===== src/rtl/neuron_pkg.sv =====
// -----------------------------------------------------------------------------
// neuron_pkg
// Shared types and constants for the neuron input loader: the loader FSM state
// enum, the byte width of the pin stream and the reset value of the negated
// threshold. Also provides a counter-width helper that stays legal when a
// frame is a single byte.
// -----------------------------------------------------------------------------
package neuron_pkg;

  localparam int unsigned BYTE_W         = 8;
  localparam int          MINUS_TETA_RST = -5;

  typedef enum logic [1:0] {
    IDLE    = 2'd0,
    FILL_W  = 2'd1,
    FILL_X  = 2'd2,
    PRESENT = 2'd3
  } loader_state_t;

  // Width of a counter holding 0..n-1; never narrower than one bit.
  function automatic int unsigned cnt_width(input int unsigned n);
    return (n > 1) ? $clog2(n) : 1;
  endfunction

endpackage


===== src/rtl/loader_shreg.sv =====
// -----------------------------------------------------------------------------
// loader_shreg
// Byte-wide shift register that assembles an INPUTS-bit frame, plus the
// modulo-BYTES byte counter that marks the last byte of a frame.
//
// Ports
//   clk        in   rising-edge clock
//   reset      in   asynchronous active-high reset (clears register and count)
//   shift_en   in   shift data_in into the LSBs and advance the byte count
//   clear      in   drop the byte count back to zero (partial frame discard)
//   data_in    in   byte to shift in
//   q          out  assembled register contents; first byte ends in the MSBs
//   last_byte  out  the byte currently offered completes a frame
// -----------------------------------------------------------------------------
module loader_shreg
  import neuron_pkg::*;
#(
  parameter int unsigned INPUTS = 64
) (
  input  logic              clk,
  input  logic              reset,
  input  logic              shift_en,
  input  logic              clear,
  input  logic [BYTE_W-1:0] data_in,
  output logic [INPUTS-1:0] q,
  output logic              last_byte
);

  localparam int unsigned BYTES = INPUTS / BYTE_W;
  localparam int unsigned CNT_W = cnt_width(BYTES);

  logic [INPUTS-1:0] r_shreg;
  logic [CNT_W-1:0]  r_count;
  logic [INPUTS-1:0] w_shifted;

  // Truncating the concatenation keeps the low INPUTS bits, i.e. the register
  // moved up one byte with the new byte in the LSBs (also valid for INPUTS=8).
  assign w_shifted = INPUTS'({r_shreg, data_in});
  assign last_byte = (r_count == CNT_W'(BYTES - 1));
  assign q         = r_shreg;

  // Shift register and byte counter.
  always_ff @(posedge clk or posedge reset) begin
    if (reset) begin
      r_shreg <= '0;
      r_count <= '0;
    end else begin
      if (clear) begin
        r_count <= '0;
      end else if (shift_en) begin
        r_count <= last_byte ? '0 : r_count + CNT_W'(1);
      end
      if (shift_en && !clear) begin
        r_shreg <= w_shifted;
      end
    end
  end

endmodule


===== src/rtl/neuron_input_loader.sv =====
// -----------------------------------------------------------------------------
// neuron_input_loader
// Collects a byte stream from the pins into either a weight vector (w) or an
// input spike vector (x) for the neuron. The first byte of a frame selects the
// frame type via mode_w. A completed input frame is presented with a
// valid/ready handshake; a completed weight frame is loaded silently.
//
// Build option
//   LOADER_THRESHOLD_CFG_EN  adds cfg_sel: an accepted byte in IDLE with
//                            cfg_sel high loads minus_teta and is not part of
//                            a frame. Without it minus_teta is fixed at -5.
//
// Parameters
//   N_STAGES        log2 of the synapse count, legal 3..6
//
// Ports
//   clk             in   rising-edge clock
//   reset           in   asynchronous active-high reset
//   data_in         in   byte stream from the pins
//   data_valid      in   data_in holds a byte
//   data_ready      out  loader accepts a byte this cycle
//   mode_w          in   frame type on the first byte: 1 weight, 0 input
//   flush           in   discard a partial frame
//   cfg_sel         in   (option only) byte in IDLE is a threshold write
//   x               out  presented input spike vector
//   w               out  loaded weight vector
//   frame_valid     out  x holds a complete, unconsumed input frame
//   frame_ready     in   neuron consumes x this cycle
//   weights_loaded  out  a weight frame has completed since reset
//   minus_teta      out  negated threshold for the neuron
// -----------------------------------------------------------------------------
module neuron_input_loader
  import neuron_pkg::*;
#(
  parameter  int unsigned N_STAGES         = 6,
  localparam int unsigned INPUTS           = 2 ** N_STAGES,
  localparam int unsigned BYTES            = INPUTS / 8,
  localparam int unsigned OUTPUT_PRECISION = N_STAGES + 2
) (
  input  logic                        clk,
  input  logic                        reset,
  input  logic [BYTE_W-1:0]           data_in,
  input  logic                        data_valid,
  output logic                        data_ready,
  input  logic                        mode_w,
  input  logic                        flush,
`ifdef LOADER_THRESHOLD_CFG_EN
  input  logic                        cfg_sel,
`endif
  output logic [INPUTS-1:0]           x,
  output logic [INPUTS-1:0]           w,
  output logic                        frame_valid,
  input  logic                        frame_ready,
  output logic                        weights_loaded,
  output logic [OUTPUT_PRECISION-1:0] minus_teta
);

  loader_state_t r_state;
  loader_state_t w_next_state;

  logic              w_accept;
  logic              w_frame_byte;
  logic              w_shift_en;
  logic              w_clear;
  logic              w_load_w;
  logic              w_load_x;
  logic              w_consume;
  logic              w_last_byte;
  logic [INPUTS-1:0] w_sh_q;
  logic [INPUTS-1:0] w_assembled;

  logic [INPUTS-1:0] r_x;
  logic [INPUTS-1:0] r_w;
  logic              r_frame_valid;
  logic              r_weights_loaded;

  // Ready is withheld while a frame is presented and throughout reset.
  assign data_ready = !reset && (r_state != PRESENT);
  assign w_accept   = data_valid && data_ready;

`ifdef LOADER_THRESHOLD_CFG_EN
  // Threshold writes only exist in IDLE; they never start a frame.
  logic w_cfg_load;
  assign w_cfg_load   = w_accept && cfg_sel && (r_state == IDLE);
  assign w_frame_byte = w_accept && !cfg_sel;
`else
  assign w_frame_byte = w_accept;
`endif

  // Value the frame holds once the current byte is shifted in; this is what
  // gets loaded into x or w on the completing byte.
  assign w_assembled = INPUTS'({w_sh_q, data_in});

  loader_shreg #(
    .INPUTS (INPUTS)
  ) u_shreg (
    .clk       (clk),
    .reset     (reset),
    .shift_en  (w_shift_en),
    .clear     (w_clear),
    .data_in   (data_in),
    .q         (w_sh_q),
    .last_byte (w_last_byte)
  );

  // FSM state register.
  always_ff @(posedge clk or posedge reset) begin
    if (reset) begin
      r_state <= IDLE;
    end else begin
      r_state <= w_next_state;
    end
  end

  // Next-state and datapath control.
  always_comb begin
    w_next_state = r_state;
    w_shift_en   = 1'b0;
    w_clear      = 1'b0;
    w_load_w     = 1'b0;
    w_load_x     = 1'b0;
    w_consume    = 1'b0;
    case (r_state)
      IDLE: begin
        // mode_w is sampled here only; with single-byte frames the first
        // byte also completes the frame.
        if (w_frame_byte) begin
          w_shift_en = 1'b1;
          if (mode_w) begin
            if (w_last_byte) begin
              w_load_w = 1'b1;
            end else begin
              w_next_state = FILL_W;
            end
          end else begin
            if (w_last_byte) begin
              w_load_x     = 1'b1;
              w_next_state = PRESENT;
            end else begin
              w_next_state = FILL_X;
            end
          end
        end
      end
      FILL_W: begin
        // Flush takes priority over a byte offered in the same cycle.
        if (flush) begin
          w_clear      = 1'b1;
          w_next_state = IDLE;
        end else if (w_accept) begin
          w_shift_en = 1'b1;
          if (w_last_byte) begin
            w_load_w     = 1'b1;
            w_next_state = IDLE;
          end
        end
      end
      FILL_X: begin
        if (flush) begin
          w_clear      = 1'b1;
          w_next_state = IDLE;
        end else if (w_accept) begin
          w_shift_en = 1'b1;
          if (w_last_byte) begin
            w_load_x     = 1'b1;
            w_next_state = PRESENT;
          end
        end
      end
      PRESENT: begin
        if (frame_ready) begin
          w_consume    = 1'b1;
          w_next_state = IDLE;
        end
      end
      default: begin
        w_next_state = IDLE;
      end
    endcase
  end

  // Output vectors and handshake flags.
  always_ff @(posedge clk or posedge reset) begin
    if (reset) begin
      r_x              <= '0;
      r_w              <= '0;
      r_frame_valid    <= 1'b0;
      r_weights_loaded <= 1'b0;
    end else begin
      if (w_load_w) begin
        r_w              <= w_assembled;
        r_weights_loaded <= 1'b1;
      end
      if (w_load_x) begin
        r_x           <= w_assembled;
        r_frame_valid <= 1'b1;
      end else if (w_consume) begin
        r_frame_valid <= 1'b0;
      end
    end
  end

  assign x              = r_x;
  assign w              = r_w;
  assign frame_valid    = r_frame_valid;
  assign weights_loaded = r_weights_loaded;

`ifdef LOADER_THRESHOLD_CFG_EN
  logic [OUTPUT_PRECISION-1:0] r_minus_teta;

  // Programmable negated threshold; low bits of the config byte are taken.
  always_ff @(posedge clk or posedge reset) begin
    if (reset) begin
      r_minus_teta <= OUTPUT_PRECISION'(MINUS_TETA_RST);
    end else if (w_cfg_load) begin
      r_minus_teta <= OUTPUT_PRECISION'(data_in);
    end
  end

  assign minus_teta = r_minus_teta;
`else
  assign minus_teta = OUTPUT_PRECISION'(MINUS_TETA_RST);
`endif

endmodule


===== config.mk =====
export PLATFORM = sky130hd
export DESIGN_NAME = neuron_input_loader
export DESIGN_NICKNAME = d
export VERILOG_FILES = /design/src/rtl/neuron_pkg.sv /design/src/rtl/loader_shreg.sv /design/src/rtl/neuron_input_loader.sv
export SDC_FILE = /design/constraint.sdc
export NUM_CORES = 1
export LEC_CHECK = 0
export BUFFER_PORTS_ARGS = -buffer_cell sky130_fd_sc_hd__buf_2
export CAP_MARGIN = 25
export CORE_AREA = 5 5 119 121
export DETAILED_ROUTE_END_ITERATION = 10
export DIE_AREA = 0 0 124 126
export PLACE_DENSITY_LB_ADDON = 0.12
export SLEW_MARGIN = 20
export SYNTH_ARGS = -nofsm -noshare
export SYNTH_HDL_FRONTEND = slang
export SYNTH_SLANG_ARGS = --single-unit

===== constraint.sdc =====
create_clock -name clk -period 16 [get_ports clk]
set_input_delay 2.4 -clock clk [delete_from_list [all_inputs] [get_ports clk]]
set_output_delay 2.4 -clock clk [all_outputs]
set_load 0.05 [all_outputs]

# Word-level counts from Yosys, hierarchy flattened
# Cells that the tools add are included.
[word_totals]
register_bits = 191
in_bits = 14
out_inout_bits = 139
wordCells = 63
[classes]
add_sub_neg = 1
n_eq_ne = 12
n_mux = 33
reduce_logical = 10
[ops]
columns = ["operator", "n"]
rows = [
  ["2-bit two-way mux", 10],
  ["1-bit two-way mux", 16],
  ["3-bit two-way mux", 3],
  ["3-bit != test (second input constant)", 3],
  ["2-bit one-hot mux with 4 select lines", 1],
  ["7-bit AND reduction", 1],
  ["2-bit != test (second input constant)", 3],
  ["3-bit by 2-bit != test with 1-bit output (second input constant)", 2],
  ["1-bit one-hot mux with 2 select lines", 3],
  ["2-bit == test (second input constant)", 2],
  ["2-bit nonzero test", 2],
  ["3-bit by 1-bit adder with 3-bit output (second input constant)", 1],
  ["3-bit == test (second input constant)", 1],
  ["1-bit logical AND", 3],
  ["2-bit by 1-bit == test with 1-bit output (second input constant)", 1],
  ["1-bit zero test", 2],
  ["2-bit zero test", 1],
  ["2-bit OR reduction", 1],
]

# Logic depth before layout (Yosys ltp)
# Gate-level depths: netlist of the first run.
[logic_depth]
word_depth = 8
ltp_mapped = 7
depth_no_buf = 6

# Modules after synthesis
# A second synthesis of the first run with hierarchy kept.
[hier_totals]
hier_cells = 467
hier_area_um2 = 8121.5
[by_module_without_submodules]
columns = ["mod", "n_inst", "cells_per_inst", "area_per_inst_um2", "seq_area_each_um2"]
rows = [
  ["neuron_input_loader", 1, 318, 5337.6, 3303.2],
  ["loader_shreg", 1, 149, 2783.9, 1676.6],
]

# Worst setup path after synthesis of the first run
# OpenSTA, ideal clock, no wires.
[synth_path]
path_kind = "in2out"
start = "input reset"
end = "output data_ready"
t_arrival_ps = 3074
required_ps = 13600
slack_ps = 10526
stages = 1
n_path_buf = 0
path_cell_list = "nor2_1"
[synth_via]
elab_chain_cells = 2
[synth_lines]
columns = ["item", "line", "source"]
rows = [
  ["start: declaration", "neuron_input_loader.sv:41", "input logic reset,"],
  ["1-bit zero test (no source line)", "--", ""],
  ["1-bit logical AND", "neuron_input_loader.sv:78", "assign data_ready = !reset && (r_state != PRESENT);"],
  ["end: declaration", "neuron_input_loader.sv:44", "output logic data_ready,"],
]
# No other way between the ends.

# Worst setup path after layout of the first run
# Same ends and word-level chain as after synthesis.

==> results of run 1 <==
[area by class of cell]
class | instances | area (um^2)
Sequential cell | 191 | 4780
Fill cell | 952 | 4260
Multi-Input combinational cell | 230 | 2400
Timing Repair Buffer | 146 | 736
Clock buffer | 26 | 499
Tap cell | 176 | 220
Clock inverter | 5 | 55.1
Inverter | 6 | 30.0
[cells by family after synthesis]
logic type	synth area share, %
flip-flops	64.9
AND/OR/NAND/NOR	1.26
adder cells (fa/ha/maj)	1.02
other	0.102
buffers and inverters	3.23
AO/OA/AOI/OAI	0.884
multiplexers	28.6
[where the power goes]
part           total (W)  internal (W)  switching, W
Combinational   0.000185     0.0000986     0.0000868
Clock           0.000396      0.000230      0.000166
Sequential      0.000641      0.000562     0.0000793
Total            0.00122      0.000890      0.000332
[metal layers]
layer  part of all wire, %  vias to the layer above
li1                      -                     1837
met1                    41                     2137
met2                    51                       97
met3                   6.5                       15
met4                   1.5                        0
met5                     0                        -
[metrics by stage]
step                std cells  total power (W)
floorplan                 455         0.000771
global placement          749         0.000824
detailed placement        749         0.000839
CTS                       780          0.00124
global route              780          0.00128
finish                    780          0.00122
[placed cells by master, fill, tap and decap left out]
master	Yosys	final
sky130_fd_sc_hd__mux2_1	49	49
sky130_fd_sc_hd__buf_2	7	144
sky130_fd_sc_hd__inv_8	0	1
sky130_fd_sc_hd__bufinv_16	0	1
sky130_fd_sc_hd__buf_4	15	2
sky130_fd_sc_hd__nor2_4	0	1
sky130_fd_sc_hd__dfrtp_1	191	191
sky130_fd_sc_hd__a22o_1	1	1
sky130_fd_sc_hd__conb_1	2	8
sky130_fd_sc_hd__a221oi_1	1	1
sky130_fd_sc_hd__a22oi_1	1	1
sky130_fd_sc_hd__nand2_1	7	7
sky130_fd_sc_hd__or2_2	2	2
sky130_fd_sc_hd__a21boi_0	1	1
sky130_fd_sc_hd__o21ai_0	5	5
sky130_fd_sc_hd__mux2_2	138	138
sky130_fd_sc_hd__clkbuf_16	0	17
sky130_fd_sc_hd__clkbuf_8	0	4
sky130_fd_sc_hd__nor3b_2	1	1
sky130_fd_sc_hd__clkbuf_1	0	5
sky130_fd_sc_hd__nand3_4	0	1
sky130_fd_sc_hd__nand2b_1	2	2
sky130_fd_sc_hd__inv_1	6	5
sky130_fd_sc_hd__nor2_1	5	4
sky130_fd_sc_hd__clkinvlp_4	0	2
sky130_fd_sc_hd__a21o_4	0	1
sky130_fd_sc_hd__nand3_1	2	1
sky130_fd_sc_hd__ha_1	6	6
sky130_fd_sc_hd__clkinv_2	0	2
[worst max-delay path: cells and delay by family]
family / cells / cell delay [ps]
buffers and inverters: 2 / 420
AND/OR/NAND/NOR: 1 / 120
[path summary, 6_finish.rpt]
kind	from	to	slack (ps)	cells past startpoint
worst max-delay path	reset	data_ready	10660	3
worst min-delay path	weights_loaded	weights_loaded	470	1
worst max register to register	r_state[0]	w[7]	13020	6
worst min register to register	weights_loaded	weights_loaded	470	1
max in group asynchronous	reset	u_shreg.q[55]	12400	3
min in group asynchronous	reset	x[59]	2150	2
[sequential cells by signal, summed over array words and instances, names as in the netlist]
name             flops
frame_valid          1
u_shreg.q           56
x                   64
weights_loaded       1
u_shreg.r_count      3
w                   64
r_state              2
==> flow_results.org, run 1 <==
** STA
- Once routing completed, OpenROAD measured the worst setup slack at 10660 ps.
- Post-Route Skew :: 3.90 ps
- Unrepaired setup endpoints after global routing :: no
- Fin Setup TNS :: 0 ps
- Period minus WS final :: 5340 ps
- Number of slew-limit violations in the final report :: 0
- Transition time at the pin with the least slew margin :: 917 ps
- Setup violations remaining at the end of the flow were counted as 0.
- Of the available clock period, the critical path in the final layout requires 33.4%.
- Measured against its own limit, the worst slew margin works out to 38.8%.
- Achievable frequency :: 187 MHz
- Worst slack on hold paths :: 472 ps
- Final hold viol count :: 0

** Floorplan
- After floorplanning, the core was divided into 42 placement rows.
- The die is 126 um tall.
- Starting Density :: 56.7%
- Die span in x :: 124 um
- The core region is 13000 um^2.
- For this design the top-level I/O count stands at 153.
- Overall die area :: 15600 um^2

** Clock network
- Number of buffers created by CTS :: 17
- After clock tree synthesis, the repair step resized 0 gates.
- Total number of H-tree levels :: 4
- In this run, post-CTS hold repair placed 0 buffers.
- TritonCTS built the clock tree.
- CTS placed an instance of sky130_fd_sc_hd__clkbuf_16 at the clock tree root.
- Buffers inserted during post-CTS setup optimization :: 0
- The longest clock path from root to sink contains 2 buffers.
- Clock Sinks :: 191
- CTS clock-pin slew for the worst setup and hold paths :: 60 ps
- Clock network latency to the later pin of the worst-skew pair :: 420 ps

** Hold path
- HP Class :: register to register

** Synthesis
- Synthesis produced a netlist whose cell count is 449.
- Most area-hungry cell type in the Yosys netlist :: sky130_fd_sc_hd__dfrtp_1
- In this run the cell area of the synthesized design comes to 7360 um^2.
- The synthesized design contains 0 enable-type register cells.
- Synth top area share :: 64.9%
- Synth Warn # :: 0
- Counting distinct cell types in the post-synthesis netlist gives 21.
- Portion of the post-synthesis area used by sequential elements :: 64.9%
- FFs w/ async S/R, synth :: 100%
- Avg Cell Area, Syn :: 16.4 um^2
- Top cells by area, synth :: sky130_fd_sc_hd__dfrtp_1 (65%), sky130_fd_sc_hd__mux2_2 (21%), sky130_fd_sc_hd__mux2_1 (7.5%), sky130_fd_sc_hd__buf_4 (1.5%), sky130_fd_sc_hd__ha_1 (1.0%)
- Among all cell types in the netlist, the one instantiated most often is sky130_fd_sc_hd__dfrtp_1.
- Synthesis inferred 191 register bits.
- Sorting the synthesized cells by how often they occur yields sky130_fd_sc_hd__dfrtp_1 (191), sky130_fd_sc_hd__mux2_2 (138), sky130_fd_sc_hd__mux2_1 (49).
- Among all flip-flop cells after synthesis, the most frequent one is sky130_fd_sc_hd__dfrtp_1.

** Placed design
- Once placement finished, the instance area stood at 8160 um^2.
- Routability-driven placement finished with a final weighted congestion of 0.782.
- DP Wirelength :: 9.32 mm
- Count of buffers from port buffering :: 144
- Worst slack at placement :: 10660 ps

** Route
- Number of optimization iterations in the first detailed-route pass :: 4
- Starting DRT DRC Count :: 201
- The final route contains 4086 vias.
- Sum of routed wire length over all layers :: 14.2 mm
- In the routed layout, each cell is associated on average with a via count of 5.24.
- The count of nets left with antenna violations once routing finished came out at 0.
- DR WL/cell :: 18.2 um
- For this run, design rule violations remaining after detail routing come to 0.

** Critical path
- Category of the worst setup path capture point :: primary output
- Category of the critical setup timing path :: primary input to primary output
- Arr. time, crit path :: 2940 ps
- Most prevalent standard cell on the critical path :: sky130_fd_sc_hd__buf_2
- Startpoint types :: primary input
- Data required time of the critical path :: 13600 ps
- CP Cell Sequence :: buf_2 -> nor2_1 -> buf_2
- Worst-path maximum fanout :: 3
- For this design, the slowest cell found on the critical path is sky130_fd_sc_hd__buf_2.
- Slowest cell delay on critical path :: 280 ps

** Pwr
- Dividing total power by cell area gives a power density of 140 nW/um^2.
- Worst voltage drop across the vdd grid :: 0.0870 mV
- Leakage power of the design :: 4.84 nW

** Finish
- Net total in the final layout :: 612
- Cells with a size suffix above 1 make up 52.5% of the layout.
- Cells fill 67.1% of the core in the end.
- Design area :: 8720 um^2
- Inserted Diodes :: 0
- The area growth from synthesis to layout is 18.4%.

** Global route
- Gr usage total :: 19.4%
- Summed over all layers, the global routing overflow is 0.
- For this run, global-route usage on met1 was measured as 23.5%.
- Largest net degree at the start of global routing :: 120
- Number of global-route vias before repair :: 4444
- Met3 GRT Util :: 6.28%
- Busiest layer in global routing :: met2
- The first global-routing pass estimated 23.3 mm of wire.
- In the global route stage, met2 resource usage came out at 32.4%.
- The number of antenna violations at the first check in global routing is 0.

** Run
- Max-cap violations in this run came to 0.

** Status
- Status :: completed
No activity file was read; power rests on OpenSTA's default activity.
==> run 2: changes to the inputs <==
Settings changed: CORE_AREA 5 5 119 121 to 5 5 129 131, DIE_AREA 0 0 124 126 to 0 0 134 136.
Clock period 16 ns to 4.9 ns, I/O delays scaled along.
==> run 2 against run 1 <==
  * Sequential cell count unchanged
  * Core utilization decreased by 10 points
  * Worst hold slack worse by 76 ps
  * First-iteration DRC count down 33%
  * Worst setup slack lost 8500 ps
  * Global-route usage down 2.1 points
  * Die area up 17%
  * Via count rose by 1.4%
  * Non-clock buffer count up 2
  * Total power grew to 3.3 times the previous value
  * Sequential power rose to 3.3 times the previous value
  * Critical path type is now register to register
  * Critical endpoint is now w[18]
  * Highest routed layer unchanged
==> flow_results.org, run 2 (synthesis results as in run 1) <==
** Status
- Status :: completed

** Global route
- The via count of the first global-routing pass was 4489.
- Total global routing overflow :: 0
- Gr usage total :: 17.3%
- The number of antenna violations at the first check in global routing is 0.
- Entering global routing, the biggest net connects 74 pins.
- The first global-routing pass estimated 24.6 mm of wire.

** Critical path
- For the worst setup path, the data required time is 5210 ps.
- The critical path is of the register to register type.
- Startpoint types :: register
- The worst register-to-register path has a setup slack of 2200 ps.
- The worst setup path is captured at a register.
- Measured in cells, the most critical reg-to-reg path has a length of 6.
- Arr. time, crit path :: 3000 ps
- Critical R2R Capture :: w[18]
- Worst-path maximum fanout :: 44
- The startpoint identified for the worst register-to-register timing path is r_state[0].

** Route
- Starting DRT DRC Count :: 134
- Sum of routed wire length over all layers :: 14.7 mm
- Total via count in the routed design :: 4143
- For this run, design rule violations remaining after detail routing come to 0.
- DR WL/cell :: 18.5 um
- Via density :: 5.19
- For this run, the detailed router's first-pass iteration total came to 4.
- Count of nets left with antenna violations after detail routing :: 0

** Finish
- Inserted Diodes :: 0
- Relative area change from synthesis to final layout :: 19.8%
- At the end of the flow, the number of nets in the layout was 614.
- Of the cells placed in the final design, the portion with a size suffix greater than 1 is 53.1%.
- Leading cell type in the layout, fill and taps excluded :: sky130_fd_sc_hd__dfrtp_1
- Count of fill cells added during filler insertion :: 1233
- Leaving out fill and tap cells, the most frequent cells in the layout are sky130_fd_sc_hd__dfrtp_1 (191), sky130_fd_sc_hd__buf_2 (144), sky130_fd_sc_hd__mux2_2 (138).

** Pwr
- Leakage power of the design :: 4.88 nW
- Worst voltage drop across the vdd grid :: 0.318 mV
- The share of total power dissipated in the clock network is 33.5%.
- The internal portion of the total power is 0.00296 W.
- Switching power summed over all nets :: 0.00111 W
- Dividing total power by cell area gives a power density of 461 nW/um^2.
- Net switching is 27.3% of the power.
- Combinational Power Share :: 15.0%
- Sequential cell fraction of total power :: 51.5%

** STA
- Counting I/O delays and the setup requirement, the final critical path takes 2700 ps.
- Setup Viol. Count Final :: 0
- Post-Route Skew :: 5.17 ps
- Of the available clock period, the critical path in the final layout requires 55.0%.
- The number of max-slew violations in the final report is 0.
- Final hold viol count :: 0
- Final hold analysis gives a worst-case slack of 396 ps.
- Measured against its own limit, the worst slew margin works out to 39.8%.
- Transition time at the pin with the least slew margin :: 903 ps
- Unrepaired setup endpoints after global routing :: no
- Timing would allow up to 371 MHz.
- Fin Setup TNS :: 0 ps

** Floorplan
- Core Footprint :: 15500 um^2
- From left edge to right edge, the die measures 134 um.
- For this configuration, the core starts out at a cell density of 47.6%.
- Floorplan row count :: 46
- Count of pins on the block boundary :: 153
- Overall die area :: 18200 um^2
- The die is 136 um tall.

** Clock network
- Number of buffers created by CTS :: 17
- TritonCTS built the clock tree.
- Clock Sinks :: 191
- Max clock buf depth :: 2
- Master cell of the clock root buffer :: sky130_fd_sc_hd__clkbuf_16
- Clock-pin slew was measured on the worst setup and hold paths at 60 ps.
- Clock network latency to the later pin of the worst-skew pair :: 430 ps
- Gates resized during post-CTS repair numbered 0.
- Buffers added to address setup during post-CTS repair amount to 0.
- The clock tree synthesis step divided the H-tree into 4 levels.
- Hold buffer count at cts :: 0

** Run
- Across the run, the number of max-cap violations was 0.

** Hold path
- The min-delay analysis places its worst path in the category primary input to async pin.

** Placed design
- Global placer's final weighted congestion :: 0.729
- DP Wirelength :: 9.97 mm
- Count of buffers from port buffering :: 144
==> run 2: worst max-delay path: stages, from the launching register on <==
cell and delay, ps:
sky130_fd_sc_hd__dfrtp_1 410, sky130_fd_sc_hd__ha_1 270, sky130_fd_sc_hd__nor3b_2 340, sky130_fd_sc_hd__nand2_1 200, sky130_fd_sc_hd__nor2_4 600, sky130_fd_sc_hd__buf_12 330
sky130_fd_sc_hd__mux2_2 370
==> run 2: cell type report <==
| class | instances | area [um^2] | share of cell area, % |
|---|---|---|---|
| Sequential cell | 191 | 4780 | 54.2 |
| Inverter | 6 | 26.3 | 0.298 |
| Clock inverter | 12 | 143 | 1.62 |
| Timing Repair Buffer | 148 | 801 | 9.08 |
| Clock buffer | 19 | 433 | 4.91 |
| Tap cell | 192 | 240 | 2.72 |
| Multi-Input combinational cell | 230 | 2400 | 27.2 |
==> run 2: layer usage <==
metal	part of all wire [%]	track usage, %	routed length, um	up-vias
li1	-	-	-	1854
met1	43	22.4	6380	2159
met3	6.8	5.63	1000	19
met5	0	0	0	-
met4	1.3	6.11	199	0
met2	49	27.5	7160	111
==> run 2: worst max path at each step <==
stage	to	from	slack [ps]	cells after the start
after global routing	w[18]	r_state[0]	2120	6
after global placement	w[21]	reset	2110	6
after CTS	w[28]	r_state[0]	2210	6
final	w[18]	r_state[0]	2200	6
after floorplan	frame_valid	reset	1700	1
after detailed placement	w[28]	reset	2020	6
==> run 2: per-stage QoR <==
step	setup slack [ps]	total power (W)	cell area, um^2	std cells	util [%]
5_1_grt	2120	0.00429	8820	798	57.0
6_report	2200	0.00407	8820	798	57.0
3_3_place_gp	2110	0.00272	8220	766	53.1
2_1_floorplan	1700	0.00252	7390	455	-
3_5_place_dp	2020	0.00276	8240	767	53.2
4_1_cts	2210	0.00413	8820	798	57.0
==> run 2: power by group through the flow <==
| stage | Sequential [W] | Clock (W) | Combinational [W] |
|---|---|---|---|
| 5_1_grt | 0.00215 | 0.00147 | 0.000676 |
| 2_1_floorplan | 0.00204 | 0 | 0.000477 |
| 6_report | 0.00210 | 0.00136 | 0.000610 |
| 4_1_cts | 0.00211 | 0.00140 | 0.000620 |
| 3_5_place_dp | 0.00214 | 0 | 0.000616 |
| 3_3_place_gp | 0.00213 | 0 | 0.000590 |
